--- src/rtl/operation_caller_16.sv ---
// Initiator for the ST/RD/RES handshake: runs a downstream operation CNT times, feeding each result back as argument 0.
// Optional watchdog per wait state is enabled by defining OPERATION_CALLER_TIMEOUT_EN.
//
// state | meaning
// IDLE  | ready for a new start, RES/ERR hold the last run's outcome
// ISSUE | OP_ST high, waiting for the downstream block to drop OP_RD
// BUSY  | OP_ST low, waiting for the downstream block to raise OP_RD
module operation_caller_16 #(
    parameter int BW        = 16,
    parameter int CW        = 8,
    parameter int TO_CYCLES = 255
) (
    input  logic          CLK,
    input  logic          RST,
    input  logic          ST,
    output logic          RD,
    output logic [BW-1:0] RES,
    output logic          ERR,
    input  logic [BW-1:0] IN0,
    input  logic [BW-1:0] IN1,
    input  logic [CW-1:0] CNT,
    output logic          OP_ST,
    input  logic          OP_RD,
    input  logic [BW-1:0] OP_RES,
    output logic [BW-1:0] OP_A0,
    output logic [BW-1:0] OP_A1,
    output logic [BW-1:0] OP_A2
);

    localparam logic [1:0] IDLE  = 2'd0;
    localparam logic [1:0] ISSUE = 2'd1;
    localparam logic [1:0] BUSY  = 2'd2;

    logic [1:0]    state;
    logic          st_q;
    logic          st_rise;
    logic [BW-1:0] acc;
    logic [BW-1:0] arg1;
    logic [CW-1:0] cnt_q;
    logic [CW-1:0] idx;
    logic [CW-1:0] idx_nxt;
    logic          wait_done;
    logic          timeout;

    // Edge register runs through reset so a start held across release is not seen as new.
    always_ff @(posedge CLK) begin
        st_q <= ST;
    end

    assign st_rise   = ST & ~st_q;
    assign idx_nxt   = idx + 1'b1;
    assign wait_done = ((state == ISSUE) && !OP_RD) || ((state == BUSY) && OP_RD);

    assign OP_A0 = acc;
    assign OP_A1 = arg1;
    assign OP_A2 = BW'(idx);

`ifdef OPERATION_CALLER_TIMEOUT_EN
    localparam int TW = $clog2(TO_CYCLES + 1);

    logic [TW-1:0] tmr;

    // Down-counter reloads in IDLE and on every wait completion, so it restarts on each ISSUE/BUSY entry.
    always_ff @(posedge CLK) begin
        if (!RST) begin
            tmr <= TW'(TO_CYCLES - 1);
        end else if ((state == IDLE) || wait_done) begin
            tmr <= TW'(TO_CYCLES - 1);
        end else if (tmr != '0) begin
            tmr <= tmr - 1'b1;
        end
    end

    assign timeout = ((state == ISSUE) || (state == BUSY)) && !wait_done && (tmr == '0);

    always_ff @(posedge CLK) begin
        if (!RST) begin
            ERR <= 1'b0;
        end else if ((state == IDLE) && st_rise) begin
            ERR <= 1'b0;
        end else if (timeout) begin
            ERR <= 1'b1;
        end
    end
`else
    assign timeout = 1'b0;
    assign ERR     = 1'b0;
`endif

    always_ff @(posedge CLK) begin
        if (!RST) begin
            state <= IDLE;
            RD    <= 1'b1;
            RES   <= '0;
            OP_ST <= 1'b0;
            acc   <= '0;
            arg1  <= '0;
            cnt_q <= '0;
            idx   <= '0;
        end else begin
            case (state)
                IDLE: begin
                    if (st_rise) begin
                        acc   <= IN0;
                        arg1  <= IN1;
                        cnt_q <= CNT;
                        idx   <= '0;
                        if (CNT == '0) begin
                            RES <= IN0;
                        end else begin
                            RD    <= 1'b0;
                            OP_ST <= 1'b1;
                            state <= ISSUE;
                        end
                    end
                end
                ISSUE: begin
                    if (wait_done) begin
                        OP_ST <= 1'b0;
                        state <= BUSY;
                    end else if (timeout) begin
                        OP_ST <= 1'b0;
                        RES   <= '1;
                        RD    <= 1'b1;
                        state <= IDLE;
                    end
                end
                BUSY: begin
                    if (wait_done) begin
                        acc <= OP_RES;
                        idx <= idx_nxt;
                        if (idx_nxt == cnt_q) begin
                            RES   <= OP_RES;
                            RD    <= 1'b1;
                            state <= IDLE;
                        end else begin
                            OP_ST <= 1'b1;
                            state <= ISSUE;
                        end
                    end else if (timeout) begin
                        RES   <= '1;
                        RD    <= 1'b1;
                        state <= IDLE;
                    end
                end
                default: begin
                    OP_ST <= 1'b0;
                    RD    <= 1'b1;
                    state <= IDLE;
                end
            endcase
        end
    end

endmodule

--- config.mk ---
export PLATFORM = sky130hd
export DESIGN_NAME = operation_caller_16
export DESIGN_NICKNAME = d
export VERILOG_FILES = /design/src/rtl/operation_caller_16.sv
export SDC_FILE = /design/constraint.sdc
export NUM_CORES = 1
export LEC_CHECK = 0
export CAP_MARGIN = 25
export CORE_MARGIN = 4
export CORE_UTILIZATION = 48
export DETAILED_ROUTE_END_ITERATION = 7
export GPL_TIMING_DRIVEN = 0
export PLACE_DENSITY_LB_ADDON = 0.3
export SETUP_SLACK_MARGIN = 0.3
export SYNTH_ARGS = -nofsm -noshare
export SYNTH_HDL_FRONTEND = slang
export SYNTH_SLANG_ARGS = --single-unit
--- constraint.sdc ---
create_clock -name CLK -period 6.2 [get_ports CLK]
set_input_delay 0.93 -clock CLK [delete_from_list [all_inputs] [get_ports CLK]]
set_output_delay 0.93 -clock CLK [all_outputs]
set_load 0.05 [all_outputs]
# == Word level (Yosys, flattened, before mapping) ==
# Index checks and enable logic that the tools add are counted.
# totals
elab_cells,64
register_bits,69
out_inout_bits,67
inputBits,60
# op_classes
n_reduce_logical,13
bitwise,3
n_eq_ne,10
add_sub_neg,1
mux,28
# op_table
cell,n
$mux 16,6
$pmux 16 s2,2
$mux 8,2
$pmux 8 s2,1
$reduce_and 5->1,3
$ne 2x2->1 const B,6
$mux 1,10
$add 8x1->8 const B,1
$eq 8x8->1,1
$logic_not 8->1,1
$mux 2,4
$pmux 1 s3,2
$pmux 2 s3,1
$reduce_and 4->1,1
$reduce_and 3->1,1
$eq 2x1->1 const B,1
$eq 2x2->1 const B,1
$logic_and 1x1->1,2
$logic_not 2->1,1
$ne 2x1->1 const B,1
$not 1->1,2
$reduce_and 2->1,1
$reduce_bool 2->1,1
$and 1x1->1,1
2 further kinds,2

# == Depth between registers and ports, before layout ==
# Gate-level depths: netlist of run 1.
# depth
ltp_word,5
depth_mapped,9
mapped_depth_nobuf,7

# == Worst setup path before layout of run 1 ==
# No wires, ideal clock.
# synth_timing
kind,reg2reg
startpoint,reg idx[0]
endpoint,reg RES[5]
period_less_slack_ns,2.957
setup_ns,0.074
required_ns,6.126
stages_incl_launch_ff,9
arrival_time_ns,2.882
n_path_buf,1
path_slack_ns,3.243
cell_sequence,dfxtp_1 -> ha_1 -> nand3_4 -> or4_4 -> a211oi_2 -> nor3_2 -> buf_6 -> or4_1 -> a31oi_1
# synth_via
elab_chain_cells,4
# synth_rtl
item,line_no,source
start: declaration,40,logic [CW-1:0] idx;
start signal: assignment,131,idx <= idx_nxt;
$add 8x1->8,51,assign idx_nxt = idx + 1'b1;
$eq 8x8->1,132,if (idx_nxt == cnt_q) begin
$ne 2x1->1 (no line),n/a,
$reduce_and 5->1 (no line),n/a,
end signal: assignment,123,RES <= '1;
end signal: assignment,133,RES <= OP_RES;
end signal: assignment,141,RES <= '1;
end: declaration,17,"output logic [BW-1:0] RES,"
# Every way passes these cells.
# A chain may end at the register's enable or synchronous reset.

# == Worst setup path in the final report of run 1 ==
# layout_timing
startpoint,in ST
endpoint,reg RES[9]
# layout_via
elab_chain_cells,3
# layout_rtl
item,line_no,source
start: declaration,15,"input logic ST,"
$and 1x1->1,50,assign st_rise = ST & ~st_q;
$ne 2x2->1 (no line),n/a,
$reduce_and 5->1 (no line),n/a,
end signal: assignment,94,RES <= '0;
end signal: assignment,109,RES <= IN0;
end signal: assignment,123,
# Every way passes these cells.

==> qor.txt, run 1 <==
ROUTING
-----------------------------------------------------------------------------------
Vias per cell                                                                  5.59
Wire length after detailed routing                                        10,900 um
Final routed DRC violation total                                                  0
1st-iter DRT viols                                                              201
Routed vias                                                                   3,766
Number of detailed-route iterations in the first pass                             4
Remaining antenna violation count after routing                                   0
Detailed-route wire length per cell                                         16.1 um

PLACE
-----------------------------------------------------------------------------------
Buffers added on ports                                                          117
HPWL reported at the end of detailed placement                              8110 um
Setup Slack @ Placement                                                     2650 ps
Cell Count Post-Placement                                                       658
Final weighted congestion of routability-driven global placement              0.854

WORST SETUP PATH
-----------------------------------------------------------------------------------
Biggest cell delay along the critical path                                   580 ps
Setup crit end kind                                                       flip-flop
Critical path class                                                    primary input to flip-flop
Maximum fanout count along the critical path                                     10
Cell breakdown of the critical path                                    clkdlybuf4s50_1 -> or3b_1 -> a21oi_1 -> o21a_1 -> buf_1 -> mux2i_1 -> a31oi_1 -> a31oi_1
Data arrival at the endpoint of the critical path                           3510 ps
Critical Path Slowest Stage Cell                                              buf_1
Startpoint of the worst-slack reg-to-reg timing path                   idx[0]$_SDFFE_PN0P_
Data required, critical path                                                6460 ps
Startpoint types                                                       primary input
Worst setup startpoint                                                           ST
Most numerous cell on the critical path                                     a31oi_1

PWR
-----------------------------------------------------------------------------------
Overall power consumption                                                   1120 uW
Leakage power                                                            0.00175 uW
Part of the total power dissipated in sequential elements                     43.0%
IR Drop Worst-Case VDD                                                       140 uV
Clock power frac                                                              32.2%
Switching power                                                              350 uW
Net switching share of the total power                                        31.4%
Internal power consumption                                                   766 uW
Power per cell area                                                     223 nW/um^2
Proportion of power drawn by combinational gates                              24.8%

CTS
-----------------------------------------------------------------------------------
Post-CTS setup-driven buffer insertion count                                      0
Root Buffer Master                                                         clkbuf_8
CTS clock-pin slew for the worst setup and hold paths                         70 ps
# hold bufs at CTS                                                                0
Longest Clk Path Bufs                                                             2
Number of clock sinks seen by CTS                                                69
CTS tree                                                                      built
Number of instances resized during post-cts repair                                0
Depth of the CTS H-tree                                                           3
Clock Latency Late Sink                                                      340 ps
TritonCTS Buffers                                                                 9

GRT
-----------------------------------------------------------------------------------
Largest net degree at the start of global routing                                12
GR Overflow Total                                                                 0
First-pass GRT wire length                                                17,900 um
Vias in the first global route                                                3,803
All-Layer GR Usage                                                            25.3%
Initial antenna violation count                                                   0

STA
-----------------------------------------------------------------------------------
Final count of hold timing violations                                             0
Setup tns final                                                                0 ps
Achievable Freq                                                             308 MHz
Total of endpoints with negative setup slack in the final report                  0
Setup clock skew after layout                                               9.49 ps
Worst slew margin                                                             52.7%
Worst-case setup margin in the final layout                                 2960 ps
Max-slew violation count                                                          0
Tcrit/Tclk final                                                              52.3%
Setup repair after global routing missed its margin                           false
Worst-margin pin slew                                                        710 ps
Final min period                                                            3240 ps

LOGIC SYNTHESIS
-----------------------------------------------------------------------------------
Number of standard cells after synthesis                                        437
Area of the mapped netlist                                                3490 um^2
Top cell type by total area after synthesis                                 dfxtp_1
Area fraction of the dominant cell type after synthesis                       39.5%
Synth Area per Inst                                                       7.99 um^2
Synth top cells by count                                               nand2_1, dfxtp_1, a21oi_1
Most frequently used cell type in the post-synthesis netlist                nand2_1
Primary flip-flop cell chosen by synthesis mapping                          dfxtp_1
Top cells by area, synth                                               dfxtp_1, nand2_1, a21oi_1
Post-synthesis cell type count                                                   46
Number of warnings issued by yosys                                                0
Synthesis-stage register bit count                                               69
Proportion of synthesized chip area in sequential cells                       39.5%
Post-synth EDFFs                                                                  0
Fraction of registers with async set/reset                                       0%

RUN STATUS
-----------------------------------------------------------------------------------
Outcome                                                                finished, final reports clean

FINAL LAYOUT
-----------------------------------------------------------------------------------
Utilization of the core after routing                                         72.1%
Ratio of cells with drive above 1 in the final layout                         5.71%
Count of placed standard cells in the final layout, fillers left out            674
Final antenna diode count                                                         0
Area growth, synth to finish                                                  43.3%
Post-layout nets                                                                634
Filler cell count                                                               577

FLOORPLAN
-----------------------------------------------------------------------------------
I/O pin cnt                                                                     127
Die extent in y                                                             93.3 um
Row count                                                                        30
Die Footprint                                                             8710 um^2
Area of the core                                                          6940 um^2
Die Span X                                                                  93.3 um
Effective utilization at floorplan                                            50.3%

JOB
-----------------------------------------------------------------------------------
Max_cap viols                                                                     0

MIN PATH
-----------------------------------------------------------------------------------
Start point of the worst min-delay path                                OP_A1[13]$_SDFFE_PN0P_
Type of the most critical hold path                                    flip-flop to flip-flop

sequential cells by signal (all words and copies together), names as in the netlist:
name   cells
OP_A0     16
cnt_q      8
state      2
RES       16
RD         1
OP_A1     16
OP_ST      1
idx        8
st_q       1
final timing paths:
kind / endpoint / slack, ps / cells past startpoint
worst max-delay path: RES[9]$_SDFFE_PN0P_ / 2960 / 8
worst min-delay path: OP_A1[13]$_SDFFE_PN0P_ / 450 / 2
worst min register to register: OP_A1[13]$_SDFFE_PN0P_ / 450 / 2
worst max register to register: RES[3]$_SDFFE_PN0P_ / 3250 / 8
stage by stage:
stage | hold slack (ps) | area [um^2]
floorplan | 448 | 3520
global placement | 441 | 4810
detailed placement | 447 | 4810
CTS | 456 | 5010
global route | 484 | 5010
finish | 453 | 5010
worst max-delay path: cells and delay by family:
| kind | cells | cell delay [ps] |
|---|---|---|
| and+or+nand+nor | 1 | 380 |
| AOI/OAI and AO/OA | 4 | 870 |
| buffers and inverters | 2 | 1050 |
| muxes | 1 | 270 |
metal layers:
metal,GRT usage (%),part of all wire [%]
met1,29.4,39
met2,44.1,48
met3,7.08,11
met4,9.28,1.5
met5,0,0
cell families after synthesis:
logic type	count (synthesis)	synth area share [%]
buf+inv	56	7.49
flops	69	39.5
simple gates	174	24.5
compound gates	107	20.1
xor+xnor	13	3.26
fa+ha+maj	1	0.358
other cells	1	0.107
mux	16	4.58
power groups by stage:
stage | Sequential, uW | Combinational [uW] | Clock [uW]
4_1_cts | 480 | 277 | 362
3_5_place_dp | 490 | 276 | 0
5_1_grt | 482 | 297 | 381
3_3_place_gp | 489 | 270 | 0
6_report | 480 | 277 | 360
2_1_floorplan | 553 | 105 | 0
cell type report:
type	instances	area, um^2	share of cell area, %
flip-flops and latches	69	1380	27.6
plain buffers	44	216	4.32
inverters	12	45.0	0.900
clock buffers	11	141	2.82
well taps	96	120	2.40
multi-input cells	320	1880	37.6
clock inverters	5	50.0	1.00
repair buffers	117	1170	23.4
layout by cell type, fill, tap and decap left out, types with 2 or more instances in the layout:
| cell type | synthesis | final |
|---|---|---|
| a221oi_1 | 9 | 9 |
| a21boi_0 | 8 | 8 |
| a21oi_1 | 33 | 33 |
| inv_1 | 12 | 12 |
| xnor2_1 | 9 | 9 |
| buf_4 | 9 | 9 |
| nor2b_1 | 2 | 2 |
| clkinv_2 | 0 | 4 |
| xor2_1 | 4 | 4 |
| clkbuf_1 | 28 | 29 |
| buf_2 | 2 | 2 |
| buf_6 | 2 | 2 |
| nor2_1 | 29 | 29 |
| or4_1 | 16 | 16 |
| dfxtp_1 | 69 | 69 |
| and4_1 | 2 | 2 |
| and2_1 | 9 | 9 |
| clkdlybuf4s50_1 | 0 | 117 |
| nand4_1 | 3 | 3 |
| and3_1 | 8 | 8 |
| o21a_1 | 4 | 4 |
| nor3_1 | 5 | 5 |
| mux2i_1 | 16 | 16 |
| o21ai_0 | 5 | 5 |
| clkbuf_8 | 0 | 10 |
| conb_1 | 1 | 9 |
| nor4_1 | 4 | 4 |
| nand3_1 | 13 | 13 |
| nand2_1 | 74 | 74 |
| a211oi_1 | 16 | 16 |
| a31oi_1 | 25 | 25 |
| buf_1 | 3 | 3 |
Note: power is estimated with default switching activity, not from simulation.
==> inputs of run 2 (changes only) <==
--- a/config.mk
+++ b/config.mk
@@ -7,7 +7,7 @@
 export LEC_CHECK = 0
 export CAP_MARGIN = 25
 export CORE_MARGIN = 4
-export CORE_UTILIZATION = 48
+export CORE_UTILIZATION = 45
 export DETAILED_ROUTE_END_ITERATION = 7
 export GPL_TIMING_DRIVEN = 0
 export PLACE_DENSITY_LB_ADDON = 0.3
==> constraint.sdc (replaced) <==
create_clock -name CLK -period 3 [get_ports CLK]
set_input_delay 0.45 -clock CLK [delete_from_list [all_inputs] [get_ports CLK]]
set_output_delay 0.45 -clock CLK [all_outputs]
set_load 0.05 [all_outputs]
==> qor.txt, run 2 (synthesis results as in run 1) <==
RUN STATUS
-----------------------------------------------------------------------------------
Outcome                                                                finished, final reports clean

STA
-----------------------------------------------------------------------------------
Max-slew violation count                                                          0
Final min period                                                            2590 ps
Worst-case setup margin in the final layout                                  411 ps
Worst slew margin                                                             61.3%
Achievable Freq                                                             386 MHz
Total of endpoints with negative setup slack in the final report                  0
Tcrit/Tclk final                                                              86.3%
Final count of hold timing violations                                             0
Worst hold slack after final layout                                          454 ps
Setup repair after global routing missed its margin                           false
Worst-margin pin slew                                                        578 ps
Setup clock skew after layout                                               7.04 ps

WORST SETUP PATH
-----------------------------------------------------------------------------------
Critical Path Slowest Stage Cell                                              or4_1
Critical path class                                                    flip-flop to flip-flop
Startpoint types                                                          flip-flop
Delay-heaviest family, CP                                              simple AND/OR/NAND/NOR gates
Setup crit end kind                                                       flip-flop
Data required, critical path                                                3260 ps
Cell breakdown of the critical path                                    ha_4 -> nand3_4 -> or4_4 -> a211oi_4 -> nor3_2 -> buf_6 -> or4_1 -> a31oi_1
Reg2reg setup slack                                                          410 ps
Critical R2R Capture                                                   RES[5]$_SDFFE_PN0P_
Biggest cell delay along the critical path                                   550 ps
Startpoint of the worst-slack reg-to-reg timing path                   idx[1]$_SDFFE_PN0P_
Data arrival at the endpoint of the critical path                           2850 ps
Maximum fanout count along the critical path                                     10
Buffers plus inverters on the worst setup path                                    1
R2R cell count                                                                    8

CTS
-----------------------------------------------------------------------------------
CTS clock-pin slew for the worst setup and hold paths                         80 ps
CTS tree                                                                      built
Clock Latency Late Sink                                                      340 ps
Root Buffer Master                                                         clkbuf_8
Longest Clk Path Bufs                                                             2
Number of clock sinks seen by CTS                                                69
TritonCTS Buffers                                                                 9
Depth of the CTS H-tree                                                           3
Post-CTS setup-driven buffer insertion count                                      0

PLACE
-----------------------------------------------------------------------------------
Cell Count Post-Placement                                                       661
Buffers added on ports                                                          117
HPWL reported at the end of detailed placement                              8070 um
Final weighted congestion of routability-driven global placement              0.849
Setup Slack @ Placement                                                    -34.5 ps

ROUTING
-----------------------------------------------------------------------------------
1st-iter DRT viols                                                              173
Routed length on met2                                                       5180 um
Remaining antenna violation count after routing                                   0
Post-Route M1 WL                                                            4380 um
Highest metal layer used by the detailed router                                met4
Routed vias                                                                   3,714
Number of detailed-route iterations in the first pass                             5
Detailed-route wire length per cell                                         16.0 um
Final routed DRC violation total                                                  0
Wire length after detailed routing                                        10,800 um
Met3 wire len                                                               1100 um
Vias per cell                                                                  5.49

FINAL LAYOUT
-----------------------------------------------------------------------------------
Most common cell after layout, fill and taps aside                     clkdlybuf4s50_1
Filler cell count                                                               595
Count of placed standard cells in the final layout, fillers left out            677
Ratio of cells with drive above 1 in the final layout                         7.09%
Post-layout nets                                                                634
Area growth, synth to finish                                                  44.6%
Most frequent cells in the layout                                      clkdlybuf4s50_1, nand2_1, dfxtp_1
Final antenna diode count                                                         0

FLOORPLAN
-----------------------------------------------------------------------------------
Row count                                                                        31
Area of the core                                                          7410 um^2
I/O pin cnt                                                                     127
Die Span X                                                                  96.1 um
Effective utilization at floorplan                                            47.2%
Die Footprint                                                             9240 um^2
Die extent in y                                                             96.1 um

GRT
-----------------------------------------------------------------------------------
All-Layer GR Usage                                                            23.8%
Vias in the first global route                                                3,591
Initial antenna violation count                                                   0
GR Overflow Total                                                                 0
First-pass GRT wire length                                                17,300 um
Largest net degree at the start of global routing                                13

JOB
-----------------------------------------------------------------------------------
Max_cap viols                                                                     0

MIN PATH
-----------------------------------------------------------------------------------
Type of the most critical hold path                                    flip-flop to flip-flop
Cell depth of the worst min-delay path                                            2
Start point of the worst min-delay path                                OP_A1[9]$_SDFFE_PN0P_
Hold worst-path end                                                    OP_A1[9]$_SDFFE_PN0P_

PWR
-----------------------------------------------------------------------------------
Power per cell area                                                     461 nW/um^2
IR Drop Worst-Case VDD                                                       270 uV
Leakage power                                                            0.00174 uW

-- run 2: cell types whose count changed in the layout (fill, tap and decap cells not counted), moves of 2 or more --
cell,change
clkinvlp_4,+4
dfxtp_1,-4
buf_1,-2
dfxtp_2,+3
clkinv_2,-4
clkbuf_2,+2
-- run 2: layout make-up --
class	instances	area (um^2)	share of cell area [%]
well taps	99	124	2.45
clock buffers	11	141	2.80
multi-input cells	320	1900	37.6
flip-flops and latches	69	1390	27.5
repair buffers	117	1170	23.2
inverters	12	45.0	0.892
clock inverters	5	60.1	1.19
plain buffers	44	220	4.36
-- run 2: repair_timing --
item / 4_1_cts / 5_1_grt
gates resized for setup: 2 / 6
setup endpoints to repair: 6 / 23
pin swaps: 0 / 1
hold buffers: 0 / 0
-- run 2: how the worst max path moves through the flow --
stage                         from                   to  slack (ps)  cells after the start
6_report       idx[1]$_SDFFE_PN0P_  RES[5]$_SDFFE_PN0P_         410                      8
5_1_grt        idx[1]$_SDFFE_PN0P_  RES[5]$_SDFFE_PN0P_         310                      9
4_1_cts                         ST  RES[9]$_SDFFE_PN0P_         310                      8
3_5_place_dp                    ST  RES[9]$_SDFFE_PN0P_         -30                      8
3_3_place_gp                    ST  RES[9]$_SDFFE_PN0P_          20                      8
2_1_floorplan  idx[1]$_SDFFE_PN0P_  RES[5]$_SDFFE_PN0P_         300                      8
-- run 2: metal layers --
metal,global-route usage (%),vias up
met5,0,-
met1,28.9,1704
met2,40.7,176
li1,-,1816
met3,5.71,18
met4,8.53,0
-- run 2: tightest hold or removal path, stage by stage (launching register included) --
cell and delay, ps:
dfxtp_1 310, nand2_1 50, a21oi_1 50
-- run 2: stage by stage --
step | setup TNS (ps) | utilization, % | power, uW | instance area (um^2)
detailed placement | -110 | 65.1 | 1580 | 4830
CTS | 0 | 67.9 | 2340 | 5030
global placement | 0 | 65.1 | 1570 | 4830
finish | 0 | 68.2 | 2330 | 5050
floorplan | 0 | - | 1360 | 3530
global route | 0 | 68.2 | 2420 | 5050
-- run 2: where the power goes --
part           internal, uW  switching [uW]
registers               963            28.8
logic                   219             355
clock network           407             358
==> inputs of run 3 (changes only) <==
--- a/config.mk
+++ b/config.mk
@@ -7,7 +7,7 @@
 export LEC_CHECK = 0
 export CAP_MARGIN = 25
 export CORE_MARGIN = 4
-export CORE_UTILIZATION = 45
+export CORE_UTILIZATION = 48
 export DETAILED_ROUTE_END_ITERATION = 7
 export GPL_TIMING_DRIVEN = 0
 export PLACE_DENSITY_LB_ADDON = 0.3
==> constraint.sdc (replaced) <==
create_clock -name CLK -period 3.34 [get_ports CLK]
set_input_delay 0.501 -clock CLK [delete_from_list [all_inputs] [get_ports CLK]]
set_output_delay 0.501 -clock CLK [all_outputs]
set_load 0.05 [all_outputs]
==> qor.txt, run 3 (synthesis results as in run 1) <==
RUN STATUS
-------------------------------------------------------------------------------
Outcome                                                            finished, final reports clean

STA
-------------------------------------------------------------------------------
Setup repair after global routing missed its margin                       false
Worst-margin pin slew                                                    611 ps
Setup clock skew after layout                                           11.3 ps
Achievable Freq                                                         346 MHz
Max-slew violation count                                                      0
Worst hold slack after final layout                                      453 ps
Worst slew margin                                                         59.3%
Final count of hold timing violations                                         0
Final min period                                                        2890 ps
Tcrit/Tclk final                                                          86.7%
Total of endpoints with negative setup slack in the final report              0
Setup tns final                                                            0 ps

FINAL LAYOUT
-------------------------------------------------------------------------------
Most common cell after layout, fill and taps aside                 clkdlybuf4s50_1
Area of all placed cells without fillers                              5010 um^2
Final antenna diode count                                                     0
Utilization of the core after routing                                     72.1%
Post-layout nets                                                            634
Filler cell count                                                           578
Ratio of cells with drive above 1 in the final layout                     6.06%
Area growth, synth to finish                                              43.4%
Most frequent cells in the layout                                  clkdlybuf4s50_1, nand2_1, dfxtp_1

GRT
-------------------------------------------------------------------------------
Initial antenna violation count                                               0
Largest net degree at the start of global routing                            12
All-Layer GR Usage                                                        25.3%
First-pass GRT wire length                                            17,900 um
GR Overflow Total                                                             0
Vias in the first global route                                            3,803

ROUTING
-------------------------------------------------------------------------------
Vias per cell                                                              5.56
Number of detailed-route iterations in the first pass                         5
Met3 wire len                                                           1150 um
Wire length after detailed routing                                    10,900 um
Final routed DRC violation total                                              0
Routed length on met2                                                   5260 um
Detailed-route wire length per cell                                     16.2 um
Routed vias                                                               3,750
Remaining antenna violation count after routing                               0
1st-iter DRT viols                                                          227
Highest metal layer used by the detailed router                            met4
Post-Route M1 WL                                                        4330 um

CTS
-------------------------------------------------------------------------------
Depth of the CTS H-tree                                                       3
TritonCTS Buffers                                                             9
CTS clock-pin slew for the worst setup and hold paths                     70 ps
Post-CTS setup-driven buffer insertion count                                  0
CTS tree                                                                  built
Clock Latency Late Sink                                                  340 ps
Root Buffer Master                                                     clkbuf_8
Longest Clk Path Bufs                                                         2
Number of clock sinks seen by CTS                                            69

WORST SETUP PATH
-------------------------------------------------------------------------------
Critical path class                                                flip-flop to flip-flop
Critical Path Slowest Stage Cell                                          or4_1
Biggest cell delay along the critical path                               540 ps
Startpoint types                                                      flip-flop
Cell breakdown of the critical path                                ha_2 -> nand3_4 -> or4_4 -> a211oi_2 -> nor3_2 -> buf_6 -> or4_1 -> a31oi_1
Setup crit end kind                                                   flip-flop
Data required, critical path                                            3610 ps
Data arrival at the endpoint of the critical path                       3160 ps
Maximum fanout count along the critical path                                 10

FLOORPLAN
-------------------------------------------------------------------------------
Die Footprint                                                         8710 um^2
Die extent in y                                                         93.3 um
I/O pin cnt                                                                 127
Die Span X                                                              93.3 um
Row count                                                                    30
Effective utilization at floorplan                                        50.3%
Area of the core                                                      6940 um^2

MIN PATH
-------------------------------------------------------------------------------
Type of the most critical hold path                                flip-flop to flip-flop

PLACE
-------------------------------------------------------------------------------
HPWL reported at the end of detailed placement                          8110 um
Final weighted congestion of routability-driven global placement          0.854
Buffers added on ports                                                      117
Post-place instance area                                              4810 um^2

JOB
-------------------------------------------------------------------------------
Max_cap viols                                                                 0

PWR
-------------------------------------------------------------------------------
Leakage power                                                        0.00175 uW
IR Drop Worst-Case VDD                                                   264 uV
Power per cell area                                                 415 nW/um^2

## run 3: timing repair
item	in CTS	in global routing
hold buffers	0	0
setup endpoints to repair	0	2
resized for setup	0	2
## run 3: path summary, 6_finish.rpt
kind	from	end	slack, ps	depth (start not counted)
max	idx[0]$_SDFFE_PN0P_	RES[3]$_SDFFE_PN0P_	450	8
min	OP_A1[13]$_SDFFE_PN0P_	OP_A1[13]$_SDFFE_PN0P_	450	2
max reg2reg	idx[0]$_SDFFE_PN0P_	RES[3]$_SDFFE_PN0P_	450	8
min reg2reg	OP_A1[13]$_SDFFE_PN0P_	OP_A1[13]$_SDFFE_PN0P_	450	2
## run 3: routing by layer
metal / GRT usage [%] / up-vias
li1: - / 1819
met5: 0 / -
met1: 29.4 / 1717
met3: 7.08 / 18
met4: 9.28 / 0
met2: 44.1 / 196
## run 3: worst max-delay path: cells and delay by family, from the launching register on
kind	cells	cell delay, ps
AO/OA/AOI/OAI	2	480
adder cells (fa/ha/maj)	1	330
buffers and inverters	1	170
flip-flops	1	520
AND/OR/NAND/NOR	4	1320
## run 3: metrics by stage
stage / std cells / total power [uW] / setup slack (ps)
after floorplan: 445 / 1220 / 383
after global placement: 658 / 1410 / 310
after detailed placement: 658 / 1420 / 219
after CTS: 674 / 2080 / 422
after global routing: 674 / 2150 / 349
final: 674 / 2080 / 446
## run 3: area by class of cell
type / count / area (um^2) / share of cell area, %
clock buffer: 11 / 141 / 2.82
multi-input combinational: 320 / 1880 / 37.6
sequential: 69 / 1380 / 27.6
tap: 96 / 120 / 2.40
inverter: 12 / 45.0 / 0.899
clock inverter: 5 / 50.0 / 0.999
timing repair buffer: 117 / 1170 / 23.4
buffer: 44 / 218 / 4.35
## run 3: report_power, final
part,switching [uW],internal [uW]
clock,312,361
combinational,319,196
sequential,25.0,865
total,656,1420
